===== config.mk =====
export PLATFORM = sky130hd
export DESIGN_NAME = uart_rx_param
export DESIGN_NICKNAME = d
export VERILOG_FILES = /design/src/rtl/uart_rx_param.sv
export SDC_FILE = /design/constraint.sdc
export NUM_CORES = 1
export LEC_CHECK = 0
export BUFFER_PORTS_ARGS = -buffer_cell sky130_fd_sc_hd__buf_2
export CAP_MARGIN = 20
export CORE_MARGIN = 4
export CORE_UTILIZATION = 27
export DETAILED_ROUTE_END_ITERATION = 10
export GPL_TIMING_DRIVEN = 0
export HOLD_SLACK_MARGIN = 0.15
export PLACE_DENSITY_LB_ADDON = 0.15
export SYNTH_ARGS = -nofsm -noshare
export SYNTH_HDL_FRONTEND = slang
export SYNTH_SLANG_ARGS = --single-unit

===== constraint.sdc =====
create_clock -name clk_i -period 5.1 [get_ports clk_i]
set_input_delay 0 -clock clk_i [delete_from_list [all_inputs] [get_ports clk_i]]
set_output_delay 0 -clock clk_i [all_outputs]
set_load 0.01 [all_outputs]

===== src/rtl/uart_rx_param.sv =====
// uart_rx_param: parametrised UART receiver with 16x oversampling,
// 3-sample majority vote, runtime parity/stop configuration and an
// output FIFO carrying per-frame error flags.
//
// Ports
//   clk_i          system clock
//   rst_n_i        synchronous reset, active low
//   rx_i           asynchronous serial input, idle high
//   baud_div_i     clk cycles per sample tick (0 behaves as 1)
//   parity_mode_i  00 none, 01 even, 10 odd, 11 none
//   two_stop_i     1 = two stop bits expected
//   rx_data_o      FIFO head data, right-aligned (0 when empty)
//   rx_valid_o     FIFO non-empty
//   rx_ack_i       pops head when rx_valid_o=1
//   parity_err_o   head entry parity mismatch
//   frame_err_o    head entry had a stop bit sampled low
//   overrun_o      sticky, a frame was dropped because the FIFO was full
//   err_clr_i      clears overrun_o
module uart_rx_param #(
    parameter int DATA_BITS  = 8,
    parameter int OVERSAMPLE = 16,
    parameter int DIV_W      = 16,
    parameter int FIFO_DEPTH = 4
) (
    input  logic                 clk_i,
    input  logic                 rst_n_i,
    input  logic                 rx_i,
    input  logic [DIV_W-1:0]     baud_div_i,
    input  logic [1:0]           parity_mode_i,
    input  logic                 two_stop_i,
    output logic [DATA_BITS-1:0] rx_data_o,
    output logic                 rx_valid_o,
    input  logic                 rx_ack_i,
    output logic                 parity_err_o,
    output logic                 frame_err_o,
    output logic                 overrun_o,
    input  logic                 err_clr_i
);

    localparam int OS_W = $clog2(OVERSAMPLE);
    localparam int BC_W = $clog2(DATA_BITS);
    localparam int PW   = $clog2(FIFO_DEPTH);
    localparam int EW   = DATA_BITS + 2;

    typedef enum logic [2:0] {
        S_IDLE, S_START, S_DATA, S_PARITY, S_STOP1, S_STOP2, S_PUSH
    } state_e;

    state_e               state_q;
    logic                 rx_s1_q, rxs_q;
    logic [DIV_W-1:0]     div_cnt_q, div_lat_q;
    logic [OS_W-1:0]      os_cnt_q;
    logic [BC_W-1:0]      bit_cnt_q;
    logic [1:0]           samp_q;
    logic                 bit_q;
    logic [DATA_BITS-1:0] shreg_q;
    logic                 perr_q, ferr_q;
    logic [1:0]           par_lat_q;
    logic                 two_lat_q;

    logic [FIFO_DEPTH-1:0][EW-1:0] mem_q;
    logic [PW:0]                   wr_ptr_q, rd_ptr_q;
    logic                          overrun_q;

    // Bit timing
    logic [DIV_W-1:0] div_eff;
    logic             active, tick, smp_a, smp_b, smp_c, bit_end, maj, par_en;

    assign div_eff = (div_lat_q == '0) ? DIV_W'(1) : div_lat_q;
    assign active  = (state_q != S_IDLE) && (state_q != S_PUSH);
    assign tick    = active && (div_cnt_q == div_eff - DIV_W'(1));
    assign smp_a   = tick && (os_cnt_q == OS_W'(OVERSAMPLE/2 - 1));
    assign smp_b   = tick && (os_cnt_q == OS_W'(OVERSAMPLE/2));
    assign smp_c   = tick && (os_cnt_q == OS_W'(OVERSAMPLE/2 + 1));
    assign bit_end = tick && (os_cnt_q == OS_W'(OVERSAMPLE - 1));
    // Third sample is taken live from rxs_q, the first two were stored.
    assign maj     = (samp_q[0] & samp_q[1]) | (samp_q[0] & rxs_q) | (samp_q[1] & rxs_q);
    assign par_en  = (par_lat_q == 2'b01) || (par_lat_q == 2'b10);

    always_ff @(posedge clk_i) begin
        if (!rst_n_i) begin
            state_q   <= S_IDLE;
            rx_s1_q   <= 1'b1;
            rxs_q     <= 1'b1;
            div_cnt_q <= '0;
            div_lat_q <= '0;
            os_cnt_q  <= '0;
            bit_cnt_q <= '0;
            samp_q    <= '0;
            bit_q     <= 1'b1;
            shreg_q   <= '0;
            perr_q    <= 1'b0;
            ferr_q    <= 1'b0;
            par_lat_q <= '0;
            two_lat_q <= 1'b0;
        end else begin
            rx_s1_q <= rx_i;
            rxs_q   <= rx_s1_q;

            if (active) begin
                div_cnt_q <= tick ? '0 : div_cnt_q + DIV_W'(1);
                if (tick)
                    os_cnt_q <= bit_end ? '0 : os_cnt_q + OS_W'(1);
            end
            if (smp_a) samp_q[0] <= rxs_q;
            if (smp_b) samp_q[1] <= rxs_q;
            if (smp_c) bit_q     <= maj;

            case (state_q)
                S_IDLE: begin
                    div_cnt_q <= '0;
                    os_cnt_q  <= '0;
                    if (!rxs_q) begin
                        // Configuration is frozen for the whole frame.
                        div_lat_q <= baud_div_i;
                        par_lat_q <= parity_mode_i;
                        two_lat_q <= two_stop_i;
                        bit_cnt_q <= '0;
                        perr_q    <= 1'b0;
                        ferr_q    <= 1'b0;
                        state_q   <= S_START;
                    end
                end
                S_START: begin
                    // A start bit that votes high was a glitch.
                    if (bit_end) state_q <= bit_q ? S_IDLE : S_DATA;
                end
                S_DATA: begin
                    if (smp_c) shreg_q <= {maj, shreg_q[DATA_BITS-1:1]};
                    if (bit_end) begin
                        if (bit_cnt_q == BC_W'(DATA_BITS - 1)) begin
                            bit_cnt_q <= '0;
                            state_q   <= par_en ? S_PARITY : S_STOP1;
                        end else begin
                            bit_cnt_q <= bit_cnt_q + BC_W'(1);
                        end
                    end
                end
                S_PARITY: begin
                    // Even: any odd total is an error. Odd: inverted sense.
                    if (smp_c) perr_q <= (^shreg_q) ^ maj ^ (par_lat_q == 2'b10);
                    if (bit_end) state_q <= S_STOP1;
                end
                S_STOP1: begin
                    if (smp_c) begin
                        ferr_q <= ~maj;
                        // Leaving at mid-stop lets the next start bit follow with no gap.
                        if (!two_lat_q) state_q <= S_PUSH;
                    end else if (bit_end) begin
                        state_q <= S_STOP2;
                    end
                end
                S_STOP2: begin
                    if (smp_c) begin
                        ferr_q  <= ferr_q | ~maj;
                        state_q <= S_PUSH;
                    end
                end
                S_PUSH: begin
                    div_cnt_q <= '0;
                    os_cnt_q  <= '0;
                    state_q   <= S_IDLE;
                end
                default: state_q <= S_IDLE;
            endcase
        end
    end

    // Output FIFO
    logic          push, pop, full;
    logic [EW-1:0] head;

    assign push = (state_q == S_PUSH);
    assign pop  = rx_valid_o && rx_ack_i;
    assign full = (wr_ptr_q[PW] != rd_ptr_q[PW]) &&
                  (wr_ptr_q[PW-1:0] == rd_ptr_q[PW-1:0]);

    always_ff @(posedge clk_i) begin
        if (!rst_n_i) begin
            mem_q     <= '0;
            wr_ptr_q  <= '0;
            rd_ptr_q  <= '0;
            overrun_q <= 1'b0;
        end else begin
            // A simultaneous pop frees the slot, so a full FIFO still accepts.
            if (push && (!full || pop)) begin
                mem_q[wr_ptr_q[PW-1:0]] <= {ferr_q, perr_q, shreg_q};
                wr_ptr_q                <= wr_ptr_q + (PW+1)'(1);
            end
            if (pop) rd_ptr_q <= rd_ptr_q + (PW+1)'(1);
            if (push && full && !pop) overrun_q <= 1'b1;
            else if (err_clr_i)       overrun_q <= 1'b0;
        end
    end

    assign head         = mem_q[rd_ptr_q[PW-1:0]];
    assign rx_valid_o   = (wr_ptr_q != rd_ptr_q);
    assign rx_data_o    = rx_valid_o ? head[DATA_BITS-1:0] : '0;
    assign parity_err_o = rx_valid_o & head[DATA_BITS];
    assign frame_err_o  = rx_valid_o & head[DATA_BITS+1];
    assign overrun_o    = overrun_q;

endmodule

==> summary.txt <==
Clock tree
  – TritonCTS clock tree: done
  – Post-CTS setup-driven buffer insertion count: 0
  – Clock-pin slew of the registers on the worst-case setup and hold paths: 0.07 ns
  – Total number of clock tree sinks: 107
  – Cell chosen for the clock root: sky130_fd_sc_hd__clkbuf_16
  – Buffer depth of the longest clock path: 2
  – Post-cts gate resize count: 0
  – Source-to-sink clock delay at the later pin of the worst-skew pair: 0.36 ns
  – H-tree depth: 3
  – Count of hold-fix buffers inserted at cts: 23
  – Inserted Clock Buffers: 9

Route
  – Via count: 4682
  – Post-Route WL: 15900 microns
  – Average wire length per cell after detail routing: 16.22 microns
  – Remaining DRCs: 0
  – Routed via count divided by cell count: 4.778
  – Number of routed nets with antenna violations: 0
  – Total iterations of the first detailed-routing run: 5
  – Starting DRT DRC Count: 335

Timing
  – Post-route minimum period: 4.278 ns
  – Final Hold Violating Endpoints: 0
  – Unrepaired setup endpoints after global routing: no
  – Final setup violation count: 0
  – Worst clock skew: 0.01244 ns
  – Number of max-slew violations in the final report: 0
  – Setup_tns: 0 ns
  – Slew at the pin with the worst max-slew slack: 0.9157 ns
  – Worst-case headroom to the max-slew limit: 38.95%
  – Final worst path period share: 83.88%
  – Highest clock frequency the design can meet: 233.8 MHz

Logic synthesis
  – Distinct cell type count of the synthesized netlist: 61
  – Adder-cell share of the synthesized area: 3.065%
  – Simple logic cell fraction of the synthesized area: 26.03%
  – Sequential area share after synthesis: 38.03%
  – Synthesized net count: 674
  – Average instance area after synthesis: 8.843 sq um
  – Most common flop cell mapped by yosys: sky130_fd_sc_hd__dfxtp_1
  – Synthesized-area fraction occupied by ao, oa, aoi and oai cells: 13.86%
  – Cell area after synthesis: 0.005633 sq mm
  – Dominant combinational cell family by area after synthesis: simple AND/OR/NAND/NOR gates
  – Share of synthesized area spent on multiplexers: 7.041%
  – Yosys warns: 0
  – Async set-or-reset flop fraction in the synthesized netlist: 0%
  – Number of enable-type register cells in the synthesized netlist: 0
  – Cells after synthesis: 637
  – Synthesized flop and latch total: 107
  – XOR/XNOR share of the synthesized area: 7.863%

Global routing
  – Largest net degree at the start of global routing: 19
  – Global-route wire length before repair: 26360 microns
  – Global-route congestion overflow total: 0
  – Number of global-route vias before repair: 4830
  – Number of antenna violations at the first check in global routing: 0
  – Total track usage: 13.99%

Placement
  – DP HPWL: 11490 microns
  – Count of port buffers added during placement: 34
  – Post-placement cell count: 941
  – Placer Congestion: 0.7845

Floorplan
  – Top Ports: 36
  – DIE WIDTH: 152.4 microns
  – Core area: 0.02036 sq mm
  – Row cnt: 52
  – Chip Height: 152.4 microns
  – Die Footprint: 0.02324 sq mm
  – Initial core utilization: 27.66%

Worst setup path
  – Req. time, crit path: 5.38 ns
  – Startpoint type of the worst setup path: flop
  – Highest net fanout along the worst path: 10
  – Critical path data arrival time: 4.56 ns
  – Nature of the critical path endpoint: flop
  – Startpoint-to-endpoint class of the critical path: flop to flop

Power and ir drop
  – Leakage Power: 0.002320 uW
  – Total power: 1961 uW
  – Fraction of power spent switching nets: 28.87%
  – Fraction of power consumed by combinational cells: 18.6%
  – Power density over the cells: 294.0 mW/mm^2
  – VDD IR max: 0.1244 mV
  – Share of power burned in the clock network: 37.0%
  – Net switching power of the design: 566.2 uW
  – Power share of the sequential group: 44.5%
  – Cell internal power dissipation: 1395 uW

Layout
  – Net count, final: 742
  – Highest-count cells in the layout ignoring fill and taps: sky130_fd_sc_hd__dfxtp_1, sky130_fd_sc_hd__nand2_1, sky130_fd_sc_hd__a21boi_0, sky130_fd_sc_hd__nand3_1, sky130_fd_sc_hd__buf_2
  – Area Overhead vs Synth: 18.44%
  – Share of cells above drive strength 1: 11.13%
  – Fin cells: 980
  – Most common cell after layout, fill and taps aside: sky130_fd_sc_hd__dfxtp_1
  – Number of antenna cells inserted: 0
  – Number of fill cells: 2116

Hold path
  – Worst min path class: input port to flop

Outcome
  – Result of the run: completed

Job
  – Maxcap violations: 0
==> through the flow <==
step                      hold slack, ns  worst slack [ns]  area [sq um]  utilization (%)
after detailed placement          0.1949            0.8552          6141            30.15
after CTS                         0.2615            0.8142          6671            32.76
after global placement            0.1877            0.8300          6141            30.15
after global routing              0.3353            0.3995          6671            32.76
final                             0.2161            0.8221          6671            32.76
after floorplan                   0.1015             1.389          5633                -
==> kinds of logic after synthesis <==
kind of cell    Yosys count
xor+xnor                 49
compound gates          105
flops                   107
fa+ha+maj                14
buf+inv                  58
mux                      27
simple gates            277
==> synth_stat cells, types with 4 or more instances <==
master | instances | area (sq um)
sky130_fd_sc_hd__nor2_1 | 26 | 97.59
sky130_fd_sc_hd__nor3b_1 | 4 | 30.03
sky130_fd_sc_hd__nand2b_1 | 7 | 43.79
sky130_fd_sc_hd__ha_1 | 13 | 162.7
sky130_fd_sc_hd__nor2b_1 | 30 | 187.7
sky130_fd_sc_hd__nand3_1 | 55 | 275.3
sky130_fd_sc_hd__dfxtp_1 | 107 | 2142
sky130_fd_sc_hd__o31ai_1 | 5 | 37.54
sky130_fd_sc_hd__nor3_1 | 7 | 35.03
sky130_fd_sc_hd__or3_1 | 4 | 25.02
sky130_fd_sc_hd__xor2_1 | 15 | 131.4
sky130_fd_sc_hd__nor4_1 | 5 | 31.28
sky130_fd_sc_hd__nand2_1 | 97 | 364.1
sky130_fd_sc_hd__xnor2_1 | 33 | 289.0
sky130_fd_sc_hd__a21boi_0 | 61 | 457.9
sky130_fd_sc_hd__buf_2 | 5 | 25.02
sky130_fd_sc_hd__and3_1 | 8 | 50.05
sky130_fd_sc_hd__and2_1 | 7 | 43.79
sky130_fd_sc_hd__a21oi_1 | 10 | 50.05
sky130_fd_sc_hd__mux4_2 | 10 | 225.2
sky130_fd_sc_hd__mux2i_1 | 16 | 160.2
sky130_fd_sc_hd__inv_1 | 12 | 45.04
sky130_fd_sc_hd__clkbuf_1 | 37 | 138.9
==> power by group through the flow <==
| stage | logic [uW] | clock network, uW | registers (uW) |
|---|---|---|---|
| 2_1_floorplan | 270 | 0 | 885 |
| 3_3_place_gp | 344 | 0 | 892 |
| 3_5_place_dp | 349 | 0 | 893 |
| 4_1_cts | 364 | 747 | 873 |
| 5_1_grt | 403 | 776 | 875 |
| 6_report | 364 | 725 | 873 |
==> sequential cells by signal, summed over array words and instances (netlist names) <==
register / cells
mem_q: 40
div_cnt_q: 16
div_lat_q: 16
shreg_q: 8
os_cnt_q: 4
bit_cnt_q: 3
rd_ptr_q: 3
state_q: 3
wr_ptr_q: 3
par_lat_q: 2
samp_q: 2
bit_q: 1
ferr_q: 1
overrun_o: 1
perr_q: 1
rx_s1_q: 1
rxs_q: 1
two_lat_q: 1
==> path summary, 6_finish.rpt <==
| check | start | end | slack, ns | cells after the start |
|---|---|---|---|---|
| setup / recovery | div_lat_q[4]$_SDFFE_PN0P_ | state_q[0]$_SDFFE_PN0P_ | 0.82 | 12 |
| setup reg to reg | div_lat_q[4]$_SDFFE_PN0P_ | state_q[0]$_SDFFE_PN0P_ | 0.82 | 12 |
| hold / removal | rst_n_i | os_cnt_q[0]$_SDFFE_PP0P_ | 0.22 | 3 |
| hold reg to reg | rx_s1_q$_SDFF_PN1_ | rxs_q$_SDFF_PN1_ | 0.41 | 1 |
==> metal layers <==
metal | up-vias | global-route usage, % | share of wire, %
met2 | 126 | 21.59 | 43
met1 | 2194 | 20.22 | 50
met3 | 9 | 2.698 | 5.3
met4 | 0 | 3.352 | 0.92
met5 | - | 0 | 0
li1 | 2353 | - | -
==> critical path, stage by stage (launching register included) <==
cell and delay, ns:
sky130_fd_sc_hd__dfxtp_1 0.34, sky130_fd_sc_hd__clkbuf_1 0.38, sky130_fd_sc_hd__nor4_1 0.15, sky130_fd_sc_hd__a41oi_1 0.34, sky130_fd_sc_hd__ha_1 0.26, sky130_fd_sc_hd__nor3b_1 0.52
sky130_fd_sc_hd__nand4_1 0.17, sky130_fd_sc_hd__o31ai_1 0.40, sky130_fd_sc_hd__o221ai_1 0.25, sky130_fd_sc_hd__nor4_4 0.36, sky130_fd_sc_hd__mux2_2 0.43, sky130_fd_sc_hd__or4b_1 0.47
sky130_fd_sc_hd__a21boi_1 0.13
==> layout make-up <==
cell class	count	area, sq um	area share, %
plain buffers	46	186.4	2.794
multi-input cells	472	3259	48.86
well taps	270	337.8	5.064
inverters	12	45.04	0.6752
clock inverters	6	71.32	1.069
repair buffers	57	400.4	6.001
clock buffers	10	229.0	3.432
flip-flops and latches	107	2142	32.11
Power figures use the tool's default switching activity.
